==> src/rtl/div_pkg.sv <==
// Shared types and constants for the iterative Execute-stage divider.
package div_pkg;

    localparam int unsigned DIV_WIDTH  = 32;
    localparam int unsigned DIV_CYCLES = 35;
    localparam logic [31:0] DIV0_LO    = 32'hFFFF_FFFF;

    typedef enum logic [2:0] {
        IDLE,
        PREP,
        CALC,
        FIX,
        DONE
    } div_state_t;

endpackage

==> src/rtl/div_step.sv <==
// One restoring radix-2 iteration: shift {rem,quo} left, then try to subtract the divisor.
module div_step #(
    parameter int unsigned WIDTH = 32
) (
    input  logic [WIDTH-1:0] rem_i,
    input  logic [WIDTH-1:0] quo_i,
    input  logic [WIDTH-1:0] divisor_i,
    output logic [WIDTH-1:0] rem_o,
    output logic [WIDTH-1:0] quo_o
);

    logic [WIDTH:0] rem_sh;
    logic [WIDTH:0] dvs_ext;
    logic           fits;

    always_comb begin
        rem_sh  = {rem_i, quo_i[WIDTH-1]};
        dvs_ext = {1'b0, divisor_i};
        fits    = (rem_sh >= dvs_ext);
        rem_o   = rem_sh[WIDTH-1:0];
        quo_o   = {quo_i[WIDTH-2:0], 1'b0};
        // A fitting trial always leaves a remainder below the divisor, so the low WIDTH bits suffice.
        if (fits) begin
            rem_o = WIDTH'(rem_sh - dvs_ext);
            quo_o = {quo_i[WIDTH-2:0], 1'b1};
        end
    end

endmodule

==> src/rtl/div_iter.sv <==
// Iterative signed/unsigned divider for the Execute stage; holds the pipeline via alu_stallE
// until quotient (div_lo) and remainder (div_hi) are ready.
module div_iter
    import div_pkg::*;
#(
    parameter int unsigned WIDTH = DIV_WIDTH
) (
    input  logic             clk,
    input  logic             rst,
    input  logic             div_enE,
    input  logic             div_signedE,
    input  logic [WIDTH-1:0] src_aE,
    input  logic [WIDTH-1:0] src_bE,
    input  logic             mem_stall,
    input  logic             cancel,
    output logic             alu_stallE,
    output logic             div_ready,
    output logic [WIDTH-1:0] div_hi,
    output logic [WIDTH-1:0] div_lo
);

    localparam int unsigned CNT_W = $clog2(WIDTH);

    div_state_t       state_q, state_d;
    logic [CNT_W-1:0] cnt_q, cnt_d;
    logic [WIDTH-1:0] a_raw_q, a_raw_d;
    logic [WIDTH-1:0] dvd_q, dvd_d;
    logic [WIDTH-1:0] dvs_q, dvs_d;
    logic [WIDTH-1:0] rem_q, rem_d;
    logic [WIDTH-1:0] quo_q, quo_d;
    logic [WIDTH-1:0] hi_q, hi_d;
    logic [WIDTH-1:0] lo_q, lo_d;
    logic             q_neg_q, q_neg_d;
    logic             r_neg_q, r_neg_d;
    logic             dz_q, dz_d;
    logic             ready_q, ready_d;

    logic [WIDTH-1:0] rem_nx, quo_nx;
    logic [WIDTH-1:0] q_fix, r_fix;
    logic             a_neg, b_neg;

    div_step #(.WIDTH(WIDTH)) u_step (
        .rem_i     (rem_q),
        .quo_i     (quo_q),
        .divisor_i (dvs_q),
        .rem_o     (rem_nx),
        .quo_o     (quo_nx)
    );

    // Stall is combinational so the hazard unit freezes E in the very cycle the DIV arrives.
    assign alu_stallE = ~cancel & (((state_q == IDLE) & div_enE) |
                                   (state_q == PREP) | (state_q == CALC) | (state_q == FIX));
    assign div_ready  = ready_q;
    assign div_hi     = hi_q;
    assign div_lo     = lo_q;

    // Next-state and datapath update
    always_comb begin
        state_d = state_q;
        cnt_d   = cnt_q;
        a_raw_d = a_raw_q;
        dvd_d   = dvd_q;
        dvs_d   = dvs_q;
        rem_d   = rem_q;
        quo_d   = quo_q;
        hi_d    = hi_q;
        lo_d    = lo_q;
        q_neg_d = q_neg_q;
        r_neg_d = r_neg_q;
        dz_d    = dz_q;
        ready_d = ready_q;
        a_neg   = div_signedE & src_aE[WIDTH-1];
        b_neg   = div_signedE & src_bE[WIDTH-1];
        q_fix   = q_neg_q ? (WIDTH'(0) - quo_q) : quo_q;
        r_fix   = r_neg_q ? (WIDTH'(0) - rem_q) : rem_q;

        unique case (state_q)
            IDLE: begin
                ready_d = 1'b0;
                if (div_enE) begin
                    state_d = PREP;
                    a_raw_d = src_aE;
                    dvd_d   = a_neg ? (WIDTH'(0) - src_aE) : src_aE;
                    dvs_d   = b_neg ? (WIDTH'(0) - src_bE) : src_bE;
                    q_neg_d = a_neg ^ b_neg;
                    r_neg_d = a_neg;
                    dz_d    = (src_bE == '0);
                end
            end
            PREP: begin
                rem_d   = '0;
                quo_d   = dvd_q;
                cnt_d   = '0;
                state_d = CALC;
            end
            CALC: begin
                rem_d = rem_nx;
                quo_d = quo_nx;
                cnt_d = cnt_q + CNT_W'(1);
                if (cnt_q == CNT_W'(WIDTH - 1)) begin
                    state_d = FIX;
                end
            end
            FIX: begin
                // Signed overflow (MIN / -1) falls out of the WIDTH-bit negate naturally.
                if (dz_q) begin
                    lo_d = WIDTH'(DIV0_LO);
                    hi_d = a_raw_q;
                end else begin
                    lo_d = q_fix;
                    hi_d = r_fix;
                end
                ready_d = 1'b1;
                state_d = DONE;
            end
            DONE: begin
                if (!mem_stall) begin
                    ready_d = 1'b0;
                    state_d = IDLE;
                end
            end
            default: begin
                ready_d = 1'b0;
                state_d = IDLE;
            end
        endcase

        // An exception flush abandons the operation without touching the result registers.
        if (cancel) begin
            state_d = IDLE;
            ready_d = 1'b0;
            hi_d    = hi_q;
            lo_d    = lo_q;
        end
    end

    // State and datapath registers
    always_ff @(posedge clk) begin
        if (rst) begin
            state_q <= IDLE;
            cnt_q   <= '0;
            a_raw_q <= '0;
            dvd_q   <= '0;
            dvs_q   <= '0;
            rem_q   <= '0;
            quo_q   <= '0;
            hi_q    <= '0;
            lo_q    <= '0;
            q_neg_q <= 1'b0;
            r_neg_q <= 1'b0;
            dz_q    <= 1'b0;
            ready_q <= 1'b0;
        end else begin
            state_q <= state_d;
            cnt_q   <= cnt_d;
            a_raw_q <= a_raw_d;
            dvd_q   <= dvd_d;
            dvs_q   <= dvs_d;
            rem_q   <= rem_d;
            quo_q   <= quo_d;
            hi_q    <= hi_d;
            lo_q    <= lo_d;
            q_neg_q <= q_neg_d;
            r_neg_q <= r_neg_d;
            dz_q    <= dz_d;
            ready_q <= ready_d;
        end
    end

endmodule

==> config.mk <==
export PLATFORM = sky130hd
export DESIGN_NAME = div_iter
export DESIGN_NICKNAME = d
export VERILOG_FILES = /design/src/rtl/div_pkg.sv /design/src/rtl/div_step.sv /design/src/rtl/div_iter.sv
export SDC_FILE = /design/constraint.sdc
export NUM_CORES = 1
export LEC_CHECK = 0
export ABC_AREA = 1
export CORE_UTILIZATION = 30
export DETAILED_ROUTE_END_ITERATION = 8
export PLACE_DENSITY = 0.47
export SKIP_CTS_REPAIR_TIMING = 1
export SYNTH_ARGS = -nofsm -noshare
export SYNTH_HDL_FRONTEND = slang
export SYNTH_SLANG_ARGS = --single-unit
==> constraint.sdc <==
create_clock -name clk -period 2.3 [get_ports clk]
set_input_delay 0.46 -clock clk [delete_from_list [all_inputs] [get_ports clk]]
set_output_delay 0.46 -clock clk [all_outputs]
set_load 0.01 [all_outputs]
Word-level counts from Yosys, hierarchy flattened
Cells that the tools add are included.

word-level totals
  memory bits (read-only) = 0
  memories = 0
  register bits = 236
  memory bits (writable) = 0
  output and inout port bits = 66
  logic and storage cells = 64
  bits in latches = 0

operators by class
  muxes and demuxes = 17
  div/mod/pow operators = 0
  eq/ne operators = 8
  $mul = 0
  reduce and logical (&&, ||, !) cells = 9
  bitwise logic cells = 10
  add/sub/neg operators = 6
  $lt $le $gt $ge = 1
  shift-type cells = 0

operator list
  operator               count
  $mux 32                7
  $pmux 32 s2            2
  $sub 1x32->32 const A  4
  $ge 33x32->1           1
  $logic_not 32->1       1
  $sub 32x32->32         1
  $pmux 3 s5             1
  $pmux 5 s2             1
  $mux 3                 3
  $eq 3x2->1 const B     2
  $reduce_and 2->1       3
  $add 5x1->5 const B    1
  $eq 5x5->1 const B     1
  $and 1x1->1            4
  $ne 2x2->1 const B     2
  $reduce_or 2->1        2
  $eq 3x1->1 const B     1
  $eq 3x3->1 const B     1
  $logic_not 3->1        1
  $or 1x1->1             3
  $pmux 1 s3             1
  $reduce_and 3->1       1
  $mux 1                 2
  $ne 2x1->1 const B     1
  other kinds (3)        4

Logic depth before layout (Yosys ltp)
Gate-level depths: netlist (run 1).

  depth after elaboration = 6
  mapped depth = 16
  mapped depth without buffers = 16

By module
Synthesis (run 1) repeated with hierarchy kept, for this count alone.

second synthesis, totals
  cells, all modules = 2641
  area total of the unflattened synthesis = 15920.3 µm²

by module, submodules not included
  module    times used  area each (µm²)  cells an instance
  div_iter  1           12519.5          1962
  div_step  1           3400.8           679

Least setup slack after synthesis (run 1)
OpenSTA, ideal clock, no wires.

  path type = flip-flop to flip-flop
  start = register quo_q[31]
  end = register rem_q[16]
  path buffers = 0
  data arrival time = 1753 ps
  data required time = 2168 ps
  setup time = 132 ps
  stages on the path, launching flop included = 15
  path slack = 415 ps
  period minus slack after synthesis = 1885 ps
  cells stage by stage = dfxtp_1 > inv_1 > ha_1 > inv_1 > fa_1 > nand3_1 > nand3_1 > nand2_1 > nand2_1 > nand2_1 > nand2_1 > xnor2_1 > nand2_1 > nand3_1 > a21oi_1

on the way
  cells in the longest elaborated chain, start to end = 3
  elaborated cells between the ends (all ways) = 4
  those cells by class = add/sub: 1; order compare: 1; mux: 2

RTL lines
  element                                         RTL line                        source
  start: declaration                              div_iter.sv:30                  logic [WIDTH-1:0] quo_q, quo_d;
  start signal: assignment                        div_iter.sv:160                 quo_q <= quo_d;
  $sub 32x32->32 or $ge 33x32->1 (tied branches)  div_step.sv:24, div_step.sv:19
  $mux 32 *                                       div_step.sv:23                  if (fits) begin
  $pmux 32 s2 *                                   div_iter.sv:77                  unique case (state_q)
  end signal: assignment                          div_iter.sv:159                 rem_q <= rem_d;
  end: declaration                                div_iter.sv:29                  logic [WIDTH-1:0] rem_q, rem_d;

Every way passes the cells marked *; elsewhere a longest branch is shown, timed or not.
A chain may end at the register's enable or synchronous reset.

Worst setup path in the final report (run 1)
  start = register rem_q[20]
  end = register rem_q[16]

on the way
  cells in the longest elaborated chain, start to end = 3

RTL lines
  element       RTL line        source
  $ge 33x32->1  div_step.sv:19  fits = (rem_sh >= dvs_ext);
  $mux 32       div_step.sv:23
  $pmux 32 s2   div_iter.sv:77

No other way between the ends.

==> flow_summary.yaml, run 1 <==
worst_hold_path:
  whs_path_depth: 2
  worstHoldPathType: "input port to flip-flop"
grt:
  busiest_layer: "met2"
  grtUsageMet1: 0.333
  grt_pass1_vias: 15983
  grt_overflow_total: 0
  grt_usage: 0.230
  grt_first_pass_wirelength_mm: 91.9
  antenna_found_initial: 1
  use_met3: 0.0265
  grt_max_degree: 67
  use_met2: 0.360
cells_and_area:
  diodes: 0
  multiInputGateArea_mm2: 0.00917
  nets: 2817
  area_delta_synth_final_pct: 32.4
  fillers: 5393
  seq_area_mm2: 0.00471
  design_area_mm2: 0.0202
  drive_above_1_share: 0.149
pwr:
  p_clk_frac: 0.433
  power.density_mw_per_mm2: 561
  intPower_uw: 7950
  pwr-share-seq: 0.382
  ir_drop_mv: 0.677
  leakagePower_uw: 0.00925
  p_sw_frac: 0.299
  switching_power_uw: 3380
  p_comb_frac: 0.185
  total_power_uw: 11300
critical_path:
  cp_max_fo: 32
  r2r_cells: 12
  path_class: "flip-flop to flip-flop"
  worstSetupEndpointType: "flip-flop"
  arrival_ns: 2.67
  start_kind: "flip-flop"
  worst_ep_required_time_ns: 2.81
route:
  ant_nets: 0
  route.detailed.drc: 0
  vias_per_cell: 4.89
  vias: 16658
  wl_per_cell_um: 17.4
  drt-total-wl_mm: 59.4
  first_pass_iters: 5
  dr.first_iter.drc_count: 1264
clocking:
  clock_path_buffers: 3
  htree_levels: 1
  clock_sinks: 235
  clock_latency_ns: 0.59
  cts_buffers: 30
  cts_tree: "done"
  clockRootBuffer: "clkbuf_16"
  path_clk_slew_ns: 0.06
synth:
  ys_top_cells_by_area: "dfxtp_1 (31%), nand2_1 (15%), inv_1 (8.4%)"
  yosysWarnings: 0
  syn_nets: 2551
  seq_area_frac_synth: 0.309
  syn-cell-area_mm2: 0.0152
  ys_seq_elements: 235
  synth_top_area_frac: 0.309
  syn_inst: 2442
  ys_types: 48
  synth.avg_cell_area_um2: 6.24
  yosys.area.top_type: "dfxtp_1"
die:
  floorplan.initialDensity: 0.304
  num_rows: 82
  ios: 136
  core-area_mm2: 0.0502
  die-area_mm2: 0.0517
  fp.dieH_um: 227
  die_width_um: 227
timing:
  finClkSkew_ns: 0.0164
  finalCritPeriodShare: 0.942
  slew_viol_final: 0
  hold-worst-slack_ns: 0.299
  setup_viol: 0
  hold_viol_final: 0
  fmax_mhz: 462
  maxSlewHeadroom: 0.524
  period_needed_ns: 2.17
  tightest_slew_ns: 0.706
  rsz0062_at_grt: "true"
job:
  cap_violations: 0
outcome:
  status: "finished clean"
placed_design:
  gp_congestion: 0.928
  port-buffer-count: 135
  place_hpwl_mm: 46.5
  dpl_cell_area_mm2: 0.0187
[logic make-up after synthesis]
family / count (synthesis) / synth area share
AOI/OAI and AO/OA: 453 / 0.171
adders and majority gates: 39 / 0.0325
and+or+nand+nor: 1196 / 0.335
xor gates and xnor gates: 57 / 0.0327
DFF: 235 / 0.309
buffers and inverters: 462 / 0.120
[worst paths after layout]
check	slack, ns	end	from
hold reg to reg	0.46	div_hi[12]	div_hi[12]
setup reg to reg	0.13	rem_q[16]	rem_q[20]
setup / recovery	0.13	rem_q[16]	rem_q[20]
hold / removal	0.30	dvd_q[28]	rst
[sequential cells by signal, indices dropped and copies added, names as in the netlist]
signal / flops
a_raw_q: 32
cnt_q: 5
div_hi: 32
div_lo: 32
div_ready: 1
dvd_q: 31
dvs_q: 32
dz_q: 1
q_neg_q: 1
quo_q: 32
r_neg_q: 1
rem_q: 32
state_q: 3
[power groups by stage]
stage / clock [uW] / sequential [uW] / combinational (uW)
after global routing: 5200 / 4340 / 2310
after floorplan: 0 / 4360 / 1090
after detailed placement: 0 / 4410 / 1960
after CTS: 5050 / 4320 / 1980
after global placement: 0 / 4410 / 1970
final: 4910 / 4330 / 2090
[cell usage after synthesis (all sizes together)]
cell type	instances
a2111oi	1
a211oi	22
a21o	1
a21oi	192
a221oi	28
a31oi	33
a41oi	1
and2	8
buf	39
clkbuf	68
clkinv	2
dfxtp	235
fa	1
ha	38
inv	353
nand2	599
nand3	211
nand3b	7
nand4	31
nor2	294
nor3	35
nor4	8
o2111ai	1
o211ai	22
o21a	1
o21ai	133
o21bai	2
o221ai	9
o22ai	2
o31ai	5
or2	3
xnor2	20
xor2	37
[metrics by stage]
stage | util | setup slack (ns) | setup TNS, ns | instances
floorplan | - | 0.415 | 0 | 2442
global placement | 0.372 | -0.379 | -5.82 | 3345
detailed placement | 0.372 | -0.401 | -6.54 | 3345
CTS | 0.393 | -0.117 | -0.481 | 3401
global route | 0.402 | -0.00542 | -0.00697 | 3404
finish | 0.402 | 0.135 | 0 | 3404
[area by class of cell]
class	count	share of cell area
repair buffers	341	0.153
multi-input cells	1745	0.454
inverters	355	0.0660
clock inverters	15	0.00855
flip-flops and latches	235	0.233
well taps	672	0.0416
clock buffers	41	0.0432
[layer usage]
layer | share of wire | wire length (um)
met3 | 0.039 | 2320
met4 | 0.023 | 1340
met5 | 0.00029 | 17
met1 | 0.50 | 29700
met2 | 0.44 | 26000
[critical path, cell delays in order (launching register included)]
cell and delay, ns:
dfxtp_1 0.41, ha_4 0.34, nand2_1 0.10, nor2_2 0.17, nand2_1 0.08, inv_2 0.09
nand2_2 0.07, nor3_4 0.22, nor2_4 0.08, buf_12 0.17, nand3_1 0.10, nand3_1 0.08
a21oi_1 0.17
[placed cells by master (no fill, tap or decap), types with 8 or more instances in the layout]
cell,synthesis,routed
a221oi_1,28,28
nand3_1,207,204
nand4_1,31,31
a31oi_1,33,33
nor2_2,11,24
xor2_1,37,37
dfxtp_1,235,229
ha_1,38,9
o21ai_0,120,120
a21oi_1,191,186
inv_2,12,25
o221ai_1,9,9
clkdlybuf4s50_1,0,133
o211ai_1,22,22
inv_1,341,329
a211oi_1,22,22
nor2_1,279,265
xnor2_1,20,19
and2_1,8,8
ha_4,0,24
clkbuf_16,0,30
clkbuf_8,0,8
nor3_1,29,26
nand2_1,590,572
nand2_2,8,26
o21ai_1,10,10
buf_12,0,15
buf_4,0,192
nor4_1,8,8
No activity file was read; power rests on OpenSTA's default activity.
==> run 2: changes to the inputs <==
--- a/config.mk
+++ b/config.mk
@@ -9,7 +9,6 @@
 export CORE_UTILIZATION = 30
 export DETAILED_ROUTE_END_ITERATION = 8
 export PLACE_DENSITY = 0.47
-export SKIP_CTS_REPAIR_TIMING = 1
 export SYNTH_ARGS = -nofsm -noshare
 export SYNTH_HDL_FRONTEND = slang
 export SYNTH_SLANG_ARGS = --single-unit
==> run 2 against run 1 <==
Clock power about the same. Design area down 0.13%. Power is 0.13% lower. Setup slack got worse by 0.012 ns. Via count fell by 0.46%. Count of clock-buffer cells in the layout unchanged. Critical path type unchanged.
==> flow_summary.yaml, run 2 (synthesized netlist as in run 1, its figures left out) <==
cells_and_area:
  area_delta_synth_final_pct: 32.3
  layout_commonest_cell: "nand2_1"
  fin_cells: 3403
  seq_area_mm2: 0.00471
  drive_above_1_share: 0.149
  multiInputGateArea_mm2: 0.00916
  fillers: 5398
  diodes: 0
  nets: 2816
  layout_common_cells: "nand2_1 (574), inv_1 (330), nor2_1 (265), dfxtp_1 (227), nand3_1 (205)"
route:
  ant_nets: 0
  route.detailed.drc: 0
  drt-total-wl_mm: 59.2
  vias: 16581
  dr.first_iter.drc_count: 1240
  vias_per_cell: 4.87
  first_pass_iters: 5
  wl_per_cell_um: 17.4
clocking:
  clock_sinks: 235
  clock_latency_ns: 0.59
  clock_path_buffers: 3
  cts.hold.buffers_added: 0
  htree_levels: 1
  clockRootBuffer: "clkbuf_16"
  cts_tree: "done"
  cts_buffers: 30
  path_clk_slew_ns: 0.06
die:
  floorplan.initialDensity: 0.304
  die-area_mm2: 0.0517
  die_width_um: 227
  fp.dieH_um: 227
  core-area_mm2: 0.0502
  num_rows: 82
  ios: 136
pwr:
  leakagePower_uw: 0.00924
  power.density_mw_per_mm2: 561
  ir_drop_mv: 0.679
placed_design:
  port-buffer-count: 135
  post-place-ws_ns: -0.401
  gp_congestion: 0.928
  dp_cells: 3345
  place_hpwl_mm: 46.5
critical_path:
  worst_ep_required_time_ns: 2.81
  start_kind: "flip-flop"
  crit_end: "rem_q[16]"
  path_class: "flip-flop to flip-flop"
  reg2reg_setup_slack_ns: 0.12
  cp_max_fo: 32
  r2r_start: "dvs_q[27]"
  r2r-end: "rem_q[16]"
  arrival_ns: 2.68
  cp-startpoint: "dvs_q[27]"
  r2r_cells: 11
  worstSetupEndpointType: "flip-flop"
timing:
  setup_ws_ns: 0.123
  finClkSkew_ns: 0.0162
  setup_viol: 0
  hold_viol_final: 0
  finalCritPeriodShare: 0.947
  maxSlewHeadroom: 0.469
  slew_viol_final: 0
  period_needed_ns: 2.18
  tightest_slew_ns: 0.789
  fmax_mhz: 459
outcome:
  status: "finished clean"
worst_hold_path:
  worstHoldPathType: "input port to flip-flop"
grt:
  grt_overflow_total: 0
  use_met3: 0.0265
  antenna_found_initial: 1
  grt_first_pass_wirelength_mm: 91.8
  grtUsageMet1: 0.333
  use_met2: 0.360
  grt_usage: 0.230
  busiest_layer: "met2"
  grt_pass1_vias: 15980
  grt_max_degree: 67
job:
  cap_violations: 0
[run 2: stage by stage]
stage / instance area, um^2 / TNS [ns] / util / hold slack, ns / total power [uW]
after floorplan: 15200 / 0 / - / 0.427 / 5460
after global placement: 18700 / -5.82 / 0.372 / 0.449 / 6370
after detailed placement: 18700 / -6.54 / 0.372 / 0.453 / 6370
after CTS: 19700 / 0 / 0.393 / 0.280 / 11300
after global routing: 20200 / -0.0240 / 0.402 / 0.303 / 11800
final: 20200 / 0 / 0.402 / 0.294 / 11300
[run 2: what timing repair did]
item | in CTS | in global routing
endpoints found under the hold margin | 0 | 0
setup endpoints to repair | 19 | 39
setup buffers | 0 | 2
pin swaps | 0 | 4
gates resized for setup | 5 | 89
[run 2: area by class of cell]
class,count,area share
inverters,355,0.0661
well taps,672,0.0417
flip-flops and latches,235,0.234
repair buffers,340,0.152
multi-input cells,1745,0.454
clock buffers,41,0.0433
clock inverters,15,0.00856
[run 2: worst max-delay path, stage by stage, from the launching register on]
cell	delay, ns
dfxtp_1	0.32
inv_2	0.08
ha_2	0.39
nand2_1	0.09
nor2_1	0.24
nand3_1	0.17
nor3_4	0.19
nor2_4	0.08
buf_12	0.17
nand3_1	0.09
nand3_1	0.08
a21oi_1	0.17
[run 2: how the worst min path moves through the flow]
stage / start / end / cells after the start
4_1_cts: rst / dvd_q[28] / 2
3_3_place_gp: a_raw_q[18] / a_raw_q[18] / 2
2_1_floorplan: a_raw_q[21] / a_raw_q[21] / 2
6_report: rst / dvd_q[28] / 2
5_1_grt: rst / dvd_q[28] / 2
3_5_place_dp: a_raw_q[16] / a_raw_q[16] / 2
[run 2: where the power goes]
part | total [uW] | switching [uW] | internal, uW
combinational | 2080 | 1270 | 812
clock | 4900 | 2000 | 2900
sequential | 4330 | 102 | 4220
[run 2: per-layer routing]
metal,share of wire,vias to the layer above
li1,-,8488
met1,0.50,7729
met2,0.44,293
met3,0.037,69
met4,0.023,2
met5,0.00029,-
==> run 3: changes to the inputs <==
--- a/config.mk
+++ b/config.mk
@@ -7,8 +7,10 @@
 export LEC_CHECK = 0
 export ABC_AREA = 1
 export CORE_UTILIZATION = 30
+export CTS_CLUSTER_SIZE = 16
 export DETAILED_ROUTE_END_ITERATION = 8
 export PLACE_DENSITY = 0.47
+export RECOVER_POWER = 25
 export SYNTH_ARGS = -nofsm -noshare
 export SYNTH_HDL_FRONTEND = slang
 export SYNTH_SLANG_ARGS = --single-unit
==> constraint.sdc (replaced) <==
create_clock -name clk -period 2.3 [get_ports clk]
set_input_delay 0.23 -clock clk [delete_from_list [all_inputs] [get_ports clk]]
set_output_delay 0.23 -clock clk [all_outputs]
set_load 0.01 [all_outputs]
==> run 3 against run 2 <==
Cell count fell by 1.2%. Combinational power barely moved. Largest power group unchanged. Critical path type unchanged. Highest routed layer unchanged. Die area did not move. Hold slack got worse by 0.22 ns. Critical endpoint is now rem_q[18].
==> flow_summary.yaml, run 3 (synthesized netlist as in run 1, its figures left out) <==
outcome:
  status: "finished clean"
grt:
  grt_pass1_vias: 15569
  grt_max_degree: 71
  grt_usage: 0.228
  antenna_found_initial: 2
  grt_first_pass_wirelength_mm: 91.4
  grt_overflow_total: 0
pwr:
  p_clk_frac: 0.437
  power.density_mw_per_mm2: 565
  switching_power_uw: 3350
  leakagePower_uw: 0.00915
  pwr-share-seq: 0.381
  p_comb_frac: 0.182
  intPower_uw: 8020
  p_sw_frac: 0.295
  ir_drop_mv: 0.583
clocking:
  cts_tree: "done"
  cts_buffers: 30
  clock_sinks: 235
  clockRootBuffer: "clkbuf_16"
  clock_latency_ns: 0.59
  path_clk_slew_ns: 0.06
  clock_path_buffers: 3
  htree_levels: 1
timing:
  maxSlewHeadroom: 0.486
  tightest_slew_ns: 0.763
  period_needed_ns: 2.26
  hold_viol_final: 0
  finalCritPeriodShare: 0.981
  finClkSkew_ns: 0.0145
  slew_viol_final: 0
  tns_ns: 0
  rsz0062_at_grt: "true"
  hold-worst-slack_ns: 0.0752
  fmax_mhz: 443
  setup_ws_ns: 0.0448
  setup_viol: 0
cells_and_area:
  drive_above_1_share: 0.151
  nets: 2775
  diodes: 0
  layout_common_cells: "nand2_1 (556), inv_1 (322), nor2_1 (269), dfxtp_1 (207), nand3_1 (201)"
  layout_commonest_cell: "nand2_1"
  area_delta_synth_final_pct: 32.1
critical_path:
  r2r_start: "dvs_q[28]"
  r2r-end: "rem_q[18]"
  start_kind: "flip-flop"
  cp_max_fo: 7
  r2r_cells: 13
  path_class: "flip-flop to flip-flop"
  reg2reg_setup_slack_ns: 0.04
  arrival_ns: 2.76
  worstSetupEndpointType: "flip-flop"
  worst_ep_required_time_ns: 2.80
route:
  dr.max_layer_used: "met5"
  first_pass_iters: 5
  wl_per_cell_um: 17.8
  drt-met1-wl_mm: 30.3
  route.detailed.drc: 0
  ant_nets: 0
  met2_length_mm: 25.7
  dr.first_iter.drc_count: 1027
  wl_met3_mm: 2.51
  vias: 16526
  vias_per_cell: 4.92
  drt-total-wl_mm: 59.9
worst_hold_path:
  min_from: "rst"
  worstHoldPathType: "input port to flip-flop"
  hold_end: "dvd_q[26]"
  whs_path_depth: 2
die:
  num_rows: 82
  die_width_um: 227
  core-area_mm2: 0.0502
  fp.dieH_um: 227
  floorplan.initialDensity: 0.304
  ios: 136
  die-area_mm2: 0.0517
job:
  cap_violations: 0
placed_design:
  post-place-ws_ns: -0.147
  gp_congestion: 0.919
  port-buffer-count: 135
  place_hpwl_mm: 45.8
run 3: cell types whose count changed in the layout (fill, tap and decap cells not counted), moves of 14 or more:
cell | before | now
buf_4 | 191 | 139
dfxtp_1 | 227 | 207
dfxtp_2 | 8 | 28
dlygate4sd3_1 | 0 | 19
clkdlybuf4s50_1 | 133 | 115
nand2_1 | 574 | 556
nand2_2 | 24 | 38
run 3: per-stage QoR:
stage / total power, uW / std cells / util / area, um^2
after global routing: 11900 / 3362 / 0.401 / 20100
after global placement: 6320 / 3290 / 0.364 / 18300
after floorplan: 5460 / 2442 / - / 15200
after CTS: 11400 / 3346 / 0.385 / 19300
after detailed placement: 6320 / 3290 / 0.364 / 18300
final: 11400 / 3362 / 0.401 / 20100
run 3: power groups by stage:
stage	registers, uW	logic, uW	clock network (uW)
5_1_grt	4350	2290	5260
4_1_cts	4320	1920	5110
3_3_place_gp	4410	1920	0
3_5_place_dp	4410	1910	0
2_1_floorplan	4360	1090	0
6_report	4330	2070	4970
run 3: worst max-delay path, cell delays in order (launching register included):
cell	delay [ns]
dfxtp_2	0.34
clkinv_4	0.10
ha_4	0.25
nand2_4	0.06
nand2_2	0.05
o21bai_1	0.17
a21oi_2	0.18
nand2_2	0.09
nor2_4	0.29
nand2_8	0.16
clkbuf_16	0.20
nand2_1	0.07
nand3_1	0.06
a21oi_1	0.13
run 3: timing repair:
item | in CTS | in global routing
gates cloned | 0 | 6
setup endpoints to repair | 5 | 40
hold buffers | 0 | 0
gates resized for setup | 2 | 158
pin swaps | 0 | 23
buffers inserted | 0 | 10
run 3: worst max path at each step:
stage,end,start
2_1_floorplan,rem_q[16],quo_q[31]
3_3_place_gp,dvd_q[26],src_aE[1]
3_5_place_dp,dvd_q[16],src_aE[1]
4_1_cts,rem_q[19],dvs_q[6]
5_1_grt,rem_q[31],dvs_q[28]
6_report,rem_q[18],dvs_q[28]
run 3: final cells by class:
cell class / instances / area (um^2)
multi-input cells: 1745 / 9330
inverters: 355 / 1340
clock inverters: 12 / 165
repair buffers: 299 / 2830
well taps: 672 / 841
fillers: 5380 / 30000
clock buffers: 44 / 883
flip-flops and latches: 235 / 4740
run 3: routing by layer:
layer  vias to the layer above  track usage
met4                         4       0.0494
met1                      7684        0.334
met3                        68       0.0268
met2                       352        0.355
li1                       8418            -
met5                         -            0
